[src/rtl/frog_pkg.sv]
// Shared types and constants for the mux scan sequencer and its helpers.
//   scan_state_t : sequencer FSM states
//   MUX_WIDTH    : width of the mux data bus
//   SEL_WIDTH    : width of the mux select
package frog_pkg;

  localparam int unsigned MUX_WIDTH = 8;
  localparam int unsigned SEL_WIDTH = 3;

  typedef enum logic [1:0] {
    IDLE  = 2'd0,
    SHIFT = 2'd1,
    DONE  = 2'd2
  } scan_state_t;

  // Select value a frame starts from: MSB-first walks down from the top bit.
  function automatic logic [SEL_WIDTH-1:0] first_sel(input logic msb_first);
    return msb_first ? SEL_WIDTH'(MUX_WIDTH - 1) : '0;
  endfunction

  // One select step in the direction given by the latched order flag.
  function automatic logic [SEL_WIDTH-1:0] step_sel(input logic [SEL_WIDTH-1:0] sel,
                                                    input logic                 msb_first);
    return msb_first ? (sel - SEL_WIDTH'(1)) : (sel + SEL_WIDTH'(1));
  endfunction

endpackage

[src/rtl/bit_timer.sv]
// Per-bit tick counter: counts 0..TICKS-1 while enabled and flags the last tick.
//   clk_i       : system clock
//   rst_i       : asynchronous active-high reset
//   clear_i     : force the count back to zero (wins over enable_i)
//   enable_i    : advance the count this cycle
//   last_tick_o : count is at TICKS-1
module bit_timer #(
  parameter int unsigned TICKS = 4
) (
  input  logic clk_i,
  input  logic rst_i,
  input  logic clear_i,
  input  logic enable_i,
  output logic last_tick_o
);

  // TICKS=1 still needs a one-bit register; it simply never leaves zero.
  localparam int unsigned CntW = (TICKS > 1) ? $clog2(TICKS) : 1;

  logic [CntW-1:0] cnt_q, cnt_d;

  assign last_tick_o = (cnt_q == CntW'(TICKS - 1));

  always_comb begin
    cnt_d = cnt_q;
    if (clear_i) begin
      cnt_d = '0;
    end else if (enable_i) begin
      cnt_d = last_tick_o ? '0 : cnt_q + CntW'(1);
    end
  end

  always_ff @(posedge clk_i or posedge rst_i) begin
    if (rst_i) begin
      cnt_q <= '0;
    end else begin
      cnt_q <= cnt_d;
    end
  end

endmodule

[src/rtl/mux_scan_sequencer.sv]
// Serializes an 8-bit word by stepping an external 8:1 mux through all select
// positions, holding each position for TICKS cycles, and sampling the mux
// output back into a registered serial stream.
//   clk_i            : system clock
//   rst_i            : asynchronous active-high reset
//   load_valid_i     : upstream word available
//   load_data_i      : word to serialize
//   load_msb_first_i : 1 = bit 7 first, 0 = bit 0 first (sampled with the word)
//   load_ready_o     : block can accept a word
//   mux_in_o         : registered word, drives the mux data bus
//   mux_sel_o        : registered select, drives the mux select
//   mux_o_i          : mux output returned from the mux
//   ser_out_o        : registered serial bit, idles high
//   ser_valid_o      : ser_out_o carries a frame bit
//   busy_o           : frame in flight
//   done_o           : one-cycle pulse after the final bit
module mux_scan_sequencer
  import frog_pkg::*;
#(
  parameter int unsigned TICKS = 4
) (
  input  logic                 clk_i,
  input  logic                 rst_i,
  input  logic                 load_valid_i,
  input  logic [MUX_WIDTH-1:0] load_data_i,
  input  logic                 load_msb_first_i,
  output logic                 load_ready_o,
  output logic [MUX_WIDTH-1:0] mux_in_o,
  output logic [SEL_WIDTH-1:0] mux_sel_o,
  input  logic                 mux_o_i,
  output logic                 ser_out_o,
  output logic                 ser_valid_o,
  output logic                 busy_o,
  output logic                 done_o
);

  scan_state_t          state_q, state_d;
  logic [MUX_WIDTH-1:0] word_q, word_d;
  logic [SEL_WIDTH-1:0] sel_q, sel_d;
  logic                 msb_q, msb_d;
  logic [2:0]           bit_q, bit_d;
  logic                 ser_out_q, ser_out_d;
  logic                 ser_valid_q, ser_valid_d;

  logic in_shift;
  logic last_tick;
  logic accept;

  assign in_shift = (state_q == SHIFT);
  assign accept   = load_valid_i && (state_q == IDLE);

  // The timer is held at zero outside SHIFT so every frame starts on tick 0.
  bit_timer #(
    .TICKS(TICKS)
  ) u_bit_timer (
    .clk_i      (clk_i),
    .rst_i      (rst_i),
    .clear_i    (!in_shift),
    .enable_i   (in_shift),
    .last_tick_o(last_tick)
  );

  always_comb begin
    state_d = state_q;
    word_d  = word_q;
    sel_d   = sel_q;
    msb_d   = msb_q;
    bit_d   = bit_q;

    unique case (state_q)
      IDLE: begin
        if (accept) begin
          word_d  = load_data_i;
          msb_d   = load_msb_first_i;
          sel_d   = first_sel(load_msb_first_i);
          bit_d   = '0;
          state_d = SHIFT;
        end
      end
      SHIFT: begin
        if (last_tick) begin
          bit_d = bit_q + 3'd1;
          if (bit_q == 3'd7) begin
            // Final bit: leave the select parked at its end position.
            state_d = DONE;
          end else begin
            sel_d = step_sel(sel_q, msb_q);
          end
        end
      end
      DONE: begin
        state_d = IDLE;
      end
      default: begin
        state_d = IDLE;
      end
    endcase
  end

  // The mux output reflects this cycle's select; registering it makes the
  // serial stream lag the select by exactly one cycle.
  always_comb begin
    ser_out_d   = in_shift ? mux_o_i : 1'b1;
    ser_valid_d = in_shift;
  end

  always_ff @(posedge clk_i or posedge rst_i) begin
    if (rst_i) begin
      state_q     <= IDLE;
      word_q      <= '0;
      sel_q       <= '0;
      msb_q       <= 1'b0;
      bit_q       <= '0;
      ser_out_q   <= 1'b1;
      ser_valid_q <= 1'b0;
    end else begin
      state_q     <= state_d;
      word_q      <= word_d;
      sel_q       <= sel_d;
      msb_q       <= msb_d;
      bit_q       <= bit_d;
      ser_out_q   <= ser_out_d;
      ser_valid_q <= ser_valid_d;
    end
  end

  assign load_ready_o = (state_q == IDLE);
  assign busy_o       = (state_q != IDLE);
  assign done_o       = (state_q == DONE);
  assign mux_in_o     = word_q;
  assign mux_sel_o    = sel_q;
  assign ser_out_o    = ser_out_q;
  assign ser_valid_o  = ser_valid_q;

endmodule

[config.mk]
export PLATFORM = sky130hd
export DESIGN_NAME = mux_scan_sequencer
export DESIGN_NICKNAME = d
export VERILOG_FILES = /design/src/rtl/frog_pkg.sv /design/src/rtl/bit_timer.sv /design/src/rtl/mux_scan_sequencer.sv
export SDC_FILE = /design/constraint.sdc
export NUM_CORES = 1
export LEC_CHECK = 0
export CAP_MARGIN = 40
export CORE_MARGIN = 5
export CORE_UTILIZATION = 35
export DETAILED_ROUTE_END_ITERATION = 16
export PLACE_DENSITY = 0.65
export SLEW_MARGIN = 20
export SYNTH_ARGS = -nofsm -noshare
export SYNTH_HDL_FRONTEND = slang
export SYNTH_SLANG_ARGS = --single-unit
[constraint.sdc]
create_clock -name clk_i -period 4.1 [get_ports clk_i]
set_clock_uncertainty 0.1 [all_clocks]
set_input_delay 0.615 -clock clk_i [delete_from_list [all_inputs] [get_ports clk_i]]
set_output_delay 0.615 -clock clk_i [all_outputs]
set_load 0.02 [all_outputs]
==> report_table.html, run 1 <==
<table>
<tr><th>Metric</th><th>Value</th></tr>
<tr><th colspan="2">Run status</th></tr>
<tr><td>Status</td><td>complete, no violations</td></tr>
<tr><th colspan="2">Timing</th></tr>
<tr><td>Total negative setup slack</td><td>0 ns</td></tr>
<tr><td>Setup repair after global routing missed its margin</td><td>false</td></tr>
<tr><td>Final Hold Viols</td><td>0</td></tr>
<tr><td>Worst Max-Slew Pin Slew</td><td>0.4735 ns</td></tr>
<tr><td>Final number of setup-violating endpoints</td><td>0</td></tr>
<tr><td>Achievable clock frequency</td><td>400.3 MHz</td></tr>
<tr><td>Worst slew margin relative to its limit</td><td>68.30%</td></tr>
<tr><td>Worst hold slack after final layout</td><td>0.3575 ns</td></tr>
<tr><td>Pins Over Slew Limit</td><td>0</td></tr>
<tr><td>Post-route worst setup slack</td><td>1.602 ns</td></tr>
<tr><td>Final cycle utilization of the critical path</td><td>60.93%</td></tr>
<tr><td>Final critical path time including I/O delays and setup</td><td>2.498 ns</td></tr>
<tr><th colspan="2">Power</th></tr>
<tr><td>Switching share of total power</td><td>36.87%</td></tr>
<tr><td>Power density over cell area</td><td>736.7 nW/um2</td></tr>
<tr><td>P_sw</td><td>0.3602 mW</td></tr>
<tr><td>Combinational share of power</td><td>53.1%</td></tr>
<tr><td>Reported leakage power</td><td>0.5911 nW</td></tr>
<tr><td>Seq pwr share</td><td>36.8%</td></tr>
<tr><td>Worst vdd rail ir drop</td><td>0.4636 mV</td></tr>
<tr><td>Overall Power</td><td>0.9770 mW</td></tr>
<tr><td>Internal</td><td>0.6168 mW</td></tr>
<tr><td>Clock group share of total power</td><td>10.2%</td></tr>
<tr><th colspan="2">Placed design</th></tr>
<tr><td>Post-placement cell count</td><td>130</td></tr>
<tr><td>Sum of net half-perimeters after detailed placement</td><td>1.340 mm</td></tr>
<tr><td>Final weighted congestion in routability-driven placement</td><td>0.7279</td></tr>
<tr><td>Pre-CTS setup slack</td><td>1.582 ns</td></tr>
<tr><td>Quantity of I/O buffers inserted on ports</td><td>28</td></tr>
<tr><td>Placed instance area</td><td>1280 um2</td></tr>
<tr><th colspan="2">Worst setup path</th></tr>
<tr><td>Count of buffering cells on the critical path with inverters included</td><td>2</td></tr>
<tr><td>Slowest stage cell, crit path</td><td>clkdlybuf4s50_1</td></tr>
<tr><td>CP Data Required Time</td><td>3.38 ns</td></tr>
<tr><td>Critical-path cell list</td><td>or2_2 -&gt; inv_1 -&gt; clkdlybuf4s50_1</td></tr>
<tr><td>Startpoint type of the worst setup path</td><td>flip-flop</td></tr>
<tr><td>Critical Path Max Stage Delay</td><td>0.59 ns</td></tr>
<tr><td>Kind of critical path</td><td>reg -&gt; out</td></tr>
<tr><td>Largest driver fanout on the critical path</td><td>9</td></tr>
<tr><td>Crit-path leading delay family</td><td>buffers and inverters</td></tr>
<tr><td>CP Capture Type</td><td>output pin</td></tr>
<tr><td>Data arrival time of the critical path</td><td>1.78 ns</td></tr>
<tr><th colspan="2">Floorplan</th></tr>
<tr><td>Die Width</td><td>63.01 um</td></tr>
<tr><td>Chip Height</td><td>63.01 um</td></tr>
<tr><td>Site Rows</td><td>19</td></tr>
<tr><td>Initial standard-cell utilization of the core</td><td>35.97%</td></tr>
<tr><td>Floorplan core area</td><td>2734 um2</td></tr>
<tr><td>Total I/O pin count</td><td>29</td></tr>
<tr><td>Die area</td><td>3970 um2</td></tr>
<tr><th colspan="2">Layout</th></tr>
<tr><td>Ant. Diodes</td><td>0</td></tr>
<tr><td>Commonest non-fill, non-tap cells in the layout</td><td>clkdlybuf4s50_1, dfrtp_1, mux2_2</td></tr>
<tr><td>Area occupied by multi-input gates</td><td>404.1 um2</td></tr>
<tr><td>Util after Layout</td><td>48.51%</td></tr>
<tr><td>NumNets Final</td><td>123</td></tr>
<tr><td>Fraction of layout instances using a drive strength above 1</td><td>23.81%</td></tr>
<tr><td>Storage element area</td><td>526.8 um2</td></tr>
<tr><td>Non-Filler Instances</td><td>136</td></tr>
<tr><td>Relative area change from synthesis to final layout</td><td>34.86%</td></tr>
<tr><td>Design Area, Final</td><td>1326 um2</td></tr>
<tr><td>Most frequent standard cell in the layout excluding fill and tap cells</td><td>clkdlybuf4s50_1</td></tr>
<tr><td>Number of inserted filler cells in the final layout</td><td>240</td></tr>
<tr><th colspan="2">Synth</th></tr>
<tr><td>Post-synthesis sequential area ratio</td><td>53.56%</td></tr>
<tr><td>Register bit total from synthesis</td><td>21</td></tr>
<tr><td>Number of warning messages in the yosys log</td><td>0</td></tr>
<tr><td>Number of synthesized flops with an enable pin</td><td>0</td></tr>
<tr><td>Nets in the synthesized netlist</td><td>90</td></tr>
<tr><td>Summed instance area of the synthesized netlist</td><td>983.4 um2</td></tr>
<tr><td>Distinct cell type count after synthesis</td><td>32</td></tr>
<tr><td>Synth Flop Type</td><td>dfrtp_1</td></tr>
<tr><td>Share of flip-flops with an asynchronous set or reset after synthesis</td><td>100.0%</td></tr>
<tr><td>Syn_area_per_cell</td><td>13.47 um2</td></tr>
<tr><td>Number of instances in the synthesized netlist</td><td>73</td></tr>
<tr><th colspan="2">Route</th></tr>
<tr><td>Total number of vias</td><td>661</td></tr>
<tr><td>Average routed wire per standard cell</td><td>13.23 um</td></tr>
<tr><td>Sum of routed wire length over all layers</td><td>1.799 mm</td></tr>
<tr><td>Number of nets with antenna violations after detailed routing</td><td>0</td></tr>
<tr><td>First-pass iteration count of the detailed router</td><td>3</td></tr>
<tr><td>Number of DRC violations after detailed routing</td><td>0</td></tr>
<tr><td>Post-detailed-route via-to-cell ratio</td><td>4.860</td></tr>
<tr><td>Initial DRC count</td><td>16</td></tr>
<tr><th colspan="2">Clock network</th></tr>
<tr><td>Longest Clk Path Bufs</td><td>2</td></tr>
<tr><td>Root buf cell</td><td>clkbuf_4</td></tr>
<tr><td>Insertion delay of the later-clocked pin in the worst-skew pair</td><td>0.30 ns</td></tr>
<tr><td>Hold buffer count at cts</td><td>0</td></tr>
<tr><td>Setup bufs post-CTS</td><td>0</td></tr>
<tr><td>Clock net sink count</td><td>21</td></tr>
<tr><td>CTS tree</td><td>done</td></tr>
<tr><td>H-tree depth</td><td>1</td></tr>
<tr><td>Clock transition at the registers of the reported paths</td><td>0.12 ns</td></tr>
<tr><td>Post-cts gate resize count</td><td>0</td></tr>
<tr><td>Number of CTS-inserted buffers</td><td>3</td></tr>
<tr><th colspan="2">Hold path</th></tr>
<tr><td>Kind of path behind the tightest hold check</td><td>reg -&gt; reg</td></tr>
<tr><th colspan="2">Global route</th></tr>
<tr><td>Total GRT Usage</td><td>10.34%</td></tr>
<tr><td>Antenna violations before repair</td><td>0</td></tr>
<tr><td>Grt ovf</td><td>0</td></tr>
<tr><td>Vias in the first global route</td><td>744</td></tr>
<tr><td>Largest net degree at the start of global routing</td><td>22</td></tr>
<tr><td>First-pass GRT wire length</td><td>3.291 mm</td></tr>
<tr><th colspan="2">Run</th></tr>
<tr><td>Maximum Capacitance Violations</td><td>0</td></tr>
</table>
## power by group through the flow
stage | combinational, mW | sequential, mW | clock, mW
final | 0.519 | 0.359 | 0.0993
after global routing | 0.566 | 0.374 | 0.113
after CTS | 0.523 | 0.362 | 0.105
after detailed placement | 0.519 | 0.366 | 0
after global placement | 0.512 | 0.363 | 0
after floorplan | 0.255 | 0.433 | 0
## worst reg2reg max path, cell delays in order, from the launching register on
cell     delay, ns
dfrtp_1       0.50
nor3b_2       0.48
buf_4         0.25
mux2_2        0.34
## routing by layer
layer | GRT usage (%) | routed length [um] | part of all wire [%]
met5 | 0 | 0 | 0
met4 | 2.918 | 14 | 0.78
met3 | 5.576 | 188 | 10
met2 | 16.28 | 802 | 45
met1 | 12.09 | 793 | 44
## cell usage after synthesis, drive strengths merged, types with 2 or more instances
cell	count	area, um2
mux2i	2	20.02
a21oi	3	18.77
inv	8	30.03
mux2	10	116.4
a221oi	2	23.77
dfrtp	20	500.5
buf	2	22.52
a22o	3	26.28
ha	3	37.54
nand2b	2	20.02
and2	3	21.27
## flip-flops by register name (all words and copies together) (netlist names)
name and flops:
state_q 2, bit_q 3, u_bit_timer.cnt_q 2, mux_in_o 8
ser_out_o 1, mux_sel_o 3, ser_valid_o 1, msb_q 1
## cells by family (layout without fill, tap and decap cells)
group	after synthesis	count (layout)	share of synthesized area, %
multiplexers	12	12	13.87
AND/OR/NAND/NOR	14	14	11.45
AO/OA/AOI/OAI	11	11	9.034
buffers and inverters	10	42	5.343
flip-flops	21	21	53.56
XOR/XNOR	1	1	0.8907
adder cells (fa/ha/maj)	4	4	5.853
## path summary, 6_finish.rpt
| kind | from | endpoint | slack [ns] | cells after the start |
|---|---|---|---|---|
| setup / recovery | state_q[1] | load_ready_o | 1.60 | 3 |
| hold / removal | u_bit_timer.cnt_q[0] | u_bit_timer.cnt_q[0] | 0.36 | 1 |
| setup reg to reg | state_q[1] | mux_in_o[6] | 2.34 | 3 |
| hold reg to reg | u_bit_timer.cnt_q[0] | u_bit_timer.cnt_q[0] | 0.36 | 1 |
| max in group asynchronous | rst_i | ser_out_o | 2.99 | 3 |
| min in group asynchronous | rst_i | mux_in_o[4] | 0.43 | 2 |
## layout make-up
cell class | instances | share of cell area [%]
inverter | 8 | 2.264
tap | 31 | 2.925
clock buffer | 3 | 1.698
clock inverter | 1 | 0.3774
timing repair buffer | 30 | 22.55
multi-input combinational | 42 | 30.47
sequential | 21 | 39.72
(Power assumes the default switching activity.)
==> run 2: changes to the inputs <==
- PLACE_DENSITY: 0.65 -> 0.68
- clock period: 4.1 -> 2.25 ns (I/O delays scaled with it)
==> run 2 against run 1 <==
Sequential share of layout area grew 0.15 points. Register-to-register slack worse by 1.8 ns. First-iteration DRC count increased by 13%. Cell area barely moved. Hold slack got worse by 0.11 ns. Utilization about the same. Wire length down 0.78%. Non-clock buffer count stayed put. Die area is the same. Largest cell class unchanged.
==> report_table.html, run 2 (synthesis results as in run 1) <==
<table>
<tr><th>Metric</th><th>Value</th></tr>
<tr><th colspan="2">Clock network</th></tr>
<tr><td>Insertion delay of the later-clocked pin in the worst-skew pair</td><td>0.30 ns (about the same)</td></tr>
<tr><td>Root buf cell</td><td>clkbuf_4 (unchanged)</td></tr>
<tr><td>CTS tree</td><td>done (unchanged)</td></tr>
<tr><td>Clock transition at the registers of the reported paths</td><td>0.13 ns (was 0.12 ns)</td></tr>
<tr><td>Number of CTS-inserted buffers</td><td>3 (unchanged)</td></tr>
<tr><td>Setup bufs post-CTS</td><td>0 (unchanged)</td></tr>
<tr><td>Longest Clk Path Bufs</td><td>2 (unchanged)</td></tr>
<tr><td>H-tree depth</td><td>1 (unchanged)</td></tr>
<tr><td>Clock net sink count</td><td>21 (unchanged)</td></tr>
<tr><td>Hold buffer count at cts</td><td>0 (unchanged)</td></tr>
<tr><th colspan="2">Worst setup path</th></tr>
<tr><td>CP Data Required Time</td><td>1.81 ns (was 3.38 ns)</td></tr>
<tr><td>CP Capture Type</td><td>output pin (unchanged)</td></tr>
<tr><td>Data arrival time of the critical path</td><td>1.74 ns (was 1.78 ns)</td></tr>
<tr><td>Startpoint type of the worst setup path</td><td>flip-flop (unchanged)</td></tr>
<tr><td>Number of cells on the worst reg-to-reg path</td><td>5 (was 3)</td></tr>
<tr><td>Largest driver fanout on the critical path</td><td>9 (unchanged)</td></tr>
<tr><td>Kind of critical path</td><td>reg -&gt; out (unchanged)</td></tr>
<tr><th colspan="2">Route</th></tr>
<tr><td>Number of DRC violations after detailed routing</td><td>0 (unchanged)</td></tr>
<tr><td>First-pass iteration count of the detailed router</td><td>3 (unchanged)</td></tr>
<tr><td>Total number of vias</td><td>660 (was 661)</td></tr>
<tr><td>Sum of routed wire length over all layers</td><td>1.785 mm (was 1.799 mm)</td></tr>
<tr><td>Initial DRC count</td><td>18 (was 16)</td></tr>
<tr><td>Post-detailed-route via-to-cell ratio</td><td>4.853 (was 4.860)</td></tr>
<tr><td>Number of nets with antenna violations after detailed routing</td><td>0 (unchanged)</td></tr>
<tr><td>Average routed wire per standard cell</td><td>13.13 um (was 13.23 um)</td></tr>
<tr><th colspan="2">Floorplan</th></tr>
<tr><td>Floorplan core area</td><td>2734 um2 (unchanged)</td></tr>
<tr><td>Chip Height</td><td>63.01 um (unchanged)</td></tr>
<tr><td>Total I/O pin count</td><td>29 (unchanged)</td></tr>
<tr><td>Die Width</td><td>63.01 um (unchanged)</td></tr>
<tr><td>Initial standard-cell utilization of the core</td><td>35.97% (unchanged)</td></tr>
<tr><td>Die area</td><td>3970 um2 (unchanged)</td></tr>
<tr><td>Site Rows</td><td>19 (unchanged)</td></tr>
<tr><th colspan="2">Global route</th></tr>
<tr><td>Antenna violations before repair</td><td>0 (unchanged)</td></tr>
<tr><td>Largest net degree at the start of global routing</td><td>14 (was 22)</td></tr>
<tr><td>Total GRT Usage</td><td>9.843% (was 10.34%)</td></tr>
<tr><td>Vias in the first global route</td><td>741 (was 744)</td></tr>
<tr><td>Grt ovf</td><td>0 (unchanged)</td></tr>
<tr><td>First-pass GRT wire length</td><td>3.229 mm (was 3.291 mm)</td></tr>
<tr><th colspan="2">Power</th></tr>
<tr><td>Clock group share of total power</td><td>10.3% (was 10.2%)</td></tr>
<tr><td>P_sw</td><td>0.6629 mW (was 0.3602 mW)</td></tr>
<tr><td>Reported leakage power</td><td>0.5837 nW (was 0.5911 nW)</td></tr>
<tr><td>Internal</td><td>1.127 mW (was 0.6168 mW)</td></tr>
<tr><td>Power density over cell area</td><td>1349 nW/um2 (was 736.7 nW/um2)</td></tr>
<tr><td>Combinational share of power</td><td>53.1% (about the same)</td></tr>
<tr><td>Seq pwr share</td><td>36.5% (was 36.8%)</td></tr>
<tr><td>Switching share of total power</td><td>37.03% (was 36.87%)</td></tr>
<tr><td>Worst vdd rail ir drop</td><td>0.6556 mV (was 0.4636 mV)</td></tr>
<tr><th colspan="2">Layout</th></tr>
<tr><td>Number of inserted filler cells in the final layout</td><td>246 (was 240)</td></tr>
<tr><td>Largest register FFs</td><td>8 (unchanged)</td></tr>
<tr><td>Most frequent standard cell in the layout excluding fill and tap cells</td><td>clkdlybuf4s50_1 (unchanged)</td></tr>
<tr><td>Commonest non-fill, non-tap cells in the layout</td><td>clkdlybuf4s50_1, dfrtp_1, mux2_2 (unchanged)</td></tr>
<tr><td>Ant. Diodes</td><td>0 (unchanged)</td></tr>
<tr><td>Relative area change from synthesis to final layout</td><td>34.99% (was 34.86%)</td></tr>
<tr><td>Non-Filler Instances</td><td>136 (unchanged)</td></tr>
<tr><td>Area occupied by multi-input gates</td><td>404.1 um2 (unchanged)</td></tr>
<tr><td>NumNets Final</td><td>123 (unchanged)</td></tr>
<tr><td>Util after Layout</td><td>48.56% (was 48.51%)</td></tr>
<tr><td>Storage element area</td><td>529.3 um2 (was 526.8 um2)</td></tr>
<tr><td>Fraction of layout instances using a drive strength above 1</td><td>25.71% (was 23.81%)</td></tr>
<tr><th colspan="2">Timing</th></tr>
<tr><td>Total negative setup slack</td><td>0 ns (unchanged)</td></tr>
<tr><td>Worst slew margin relative to its limit</td><td>66.30% (was 68.30%)</td></tr>
<tr><td>Pins Over Slew Limit</td><td>0 (unchanged)</td></tr>
<tr><td>Worst Max-Slew Pin Slew</td><td>0.5050 ns (was 0.4735 ns)</td></tr>
<tr><td>Final critical path time including I/O delays and setup</td><td>2.174 ns</td></tr>
<tr><td>Final cycle utilization of the critical path</td><td>96.60%</td></tr>
<tr><td>Achievable clock frequency</td><td>460.1 MHz</td></tr>
<tr><td>Final number of setup-violating endpoints</td><td>0 (unchanged)</td></tr>
<tr><td>Setup repair after global routing missed its margin</td><td>false (unchanged)</td></tr>
<tr><td>Final Hold Viols</td><td>0 (unchanged)</td></tr>
<tr><th colspan="2">Hold path</th></tr>
<tr><td>Kind of path behind the tightest hold check</td><td>in -&gt; async (was reg -&gt; reg)</td></tr>
<tr><th colspan="2">Run</th></tr>
<tr><td>Maximum Capacitance Violations</td><td>0 (unchanged)</td></tr>
<tr><th colspan="2">Placed design</th></tr>
<tr><td>Final weighted congestion in routability-driven placement</td><td>0.8086 (was 0.7279)</td></tr>
<tr><td>Sum of net half-perimeters after detailed placement</td><td>1.392 mm (was 1.340 mm)</td></tr>
<tr><td>Post-placement cell count</td><td>132 (was 130)</td></tr>
<tr><td>Quantity of I/O buffers inserted on ports</td><td>28 (unchanged)</td></tr>
<tr><th colspan="2">Run status</th></tr>
<tr><td>Status</td><td>complete, no violations (unchanged)</td></tr>
</table>
-- run 2: cell count changes in the layout (fill, tap and decap cells not counted), sizes merged --
cell,previous run,this run
clkinv,1,0
clkinvlp,0,1
-- run 2: area by class of cell --
type	instances	area share, %
clock buffers	3	1.697
clock inverters	1	0.5655
inverters	8	2.262
multi-input cells	42	30.44
flip-flops and latches	21	39.87
well taps	31	2.922
repair buffers	30	22.24
-- run 2: layer usage --
layer	vias up	GRT usage (%)	part of all wire, %
li1	314	-	-
met4	0	3.183	1.3
met2	18	17.18	50
met3	2	2.338	4.8
met1	326	11.72	43
met5	-	0	0
-- run 2: path summary, 6_finish.rpt --
| path | from | endpoint | slack (ns) |
|---|---|---|---|
| worst max-delay path | state_q[1] | load_ready_o | 0.08 |
| worst min-delay path | rst_i | mux_in_o[1] | 0.25 |
| worst max register to register | bit_q[0] | mux_sel_o[1] | 0.49 |
| worst min register to register | u_bit_timer.cnt_q[0] | u_bit_timer.cnt_q[0] | 0.36 |
| max in group asynchronous | rst_i | bit_q[2] | 1.30 |
| min in group clk_i | u_bit_timer.cnt_q[0] | u_bit_timer.cnt_q[0] | 0.36 |
-- run 2: power groups by stage --
stage	clock network (mW)	logic [mW]	registers [mW]
2_1_floorplan	0	0.465	0.789
3_3_place_gp	0	0.942	0.657
3_5_place_dp	0	0.964	0.664
4_1_cts	0.196	0.964	0.655
5_1_grt	0.209	1.04	0.680
6_report	0.185	0.951	0.654
-- run 2: worst max-delay path: stages (launching register included) --
cell	delay, ns
dfrtp_2	0.48
or2_2	0.32
inv_1	0.05
clkdlybuf4s50_1	0.59
-- run 2: what timing repair did --
| action | 4_1_cts | 5_1_grt |
|---|---|---|
| setup endpoints to repair | 0 | 1 |
| endpoints found under the hold margin | 0 | 0 |
| resized for setup | 0 | 2 |
-- run 2: through the flow --
| step | total power, mW | area (um2) | worst slack [ns] | hold WS (ns) |
|---|---|---|---|---|
| floorplan | 1.254 | 983.4 | 0.5789 | 0.2133 |
| global placement | 1.599 | 1295 | 0.3973 | 0.3300 |
| detailed placement | 1.627 | 1295 | 0.3829 | 0.3405 |
| CTS | 1.815 | 1325 | 0.03448 | 0.2499 |
| global route | 1.925 | 1328 | 0.003403 | 0.2921 |
| finish | 1.790 | 1328 | 0.07642 | 0.2464 |
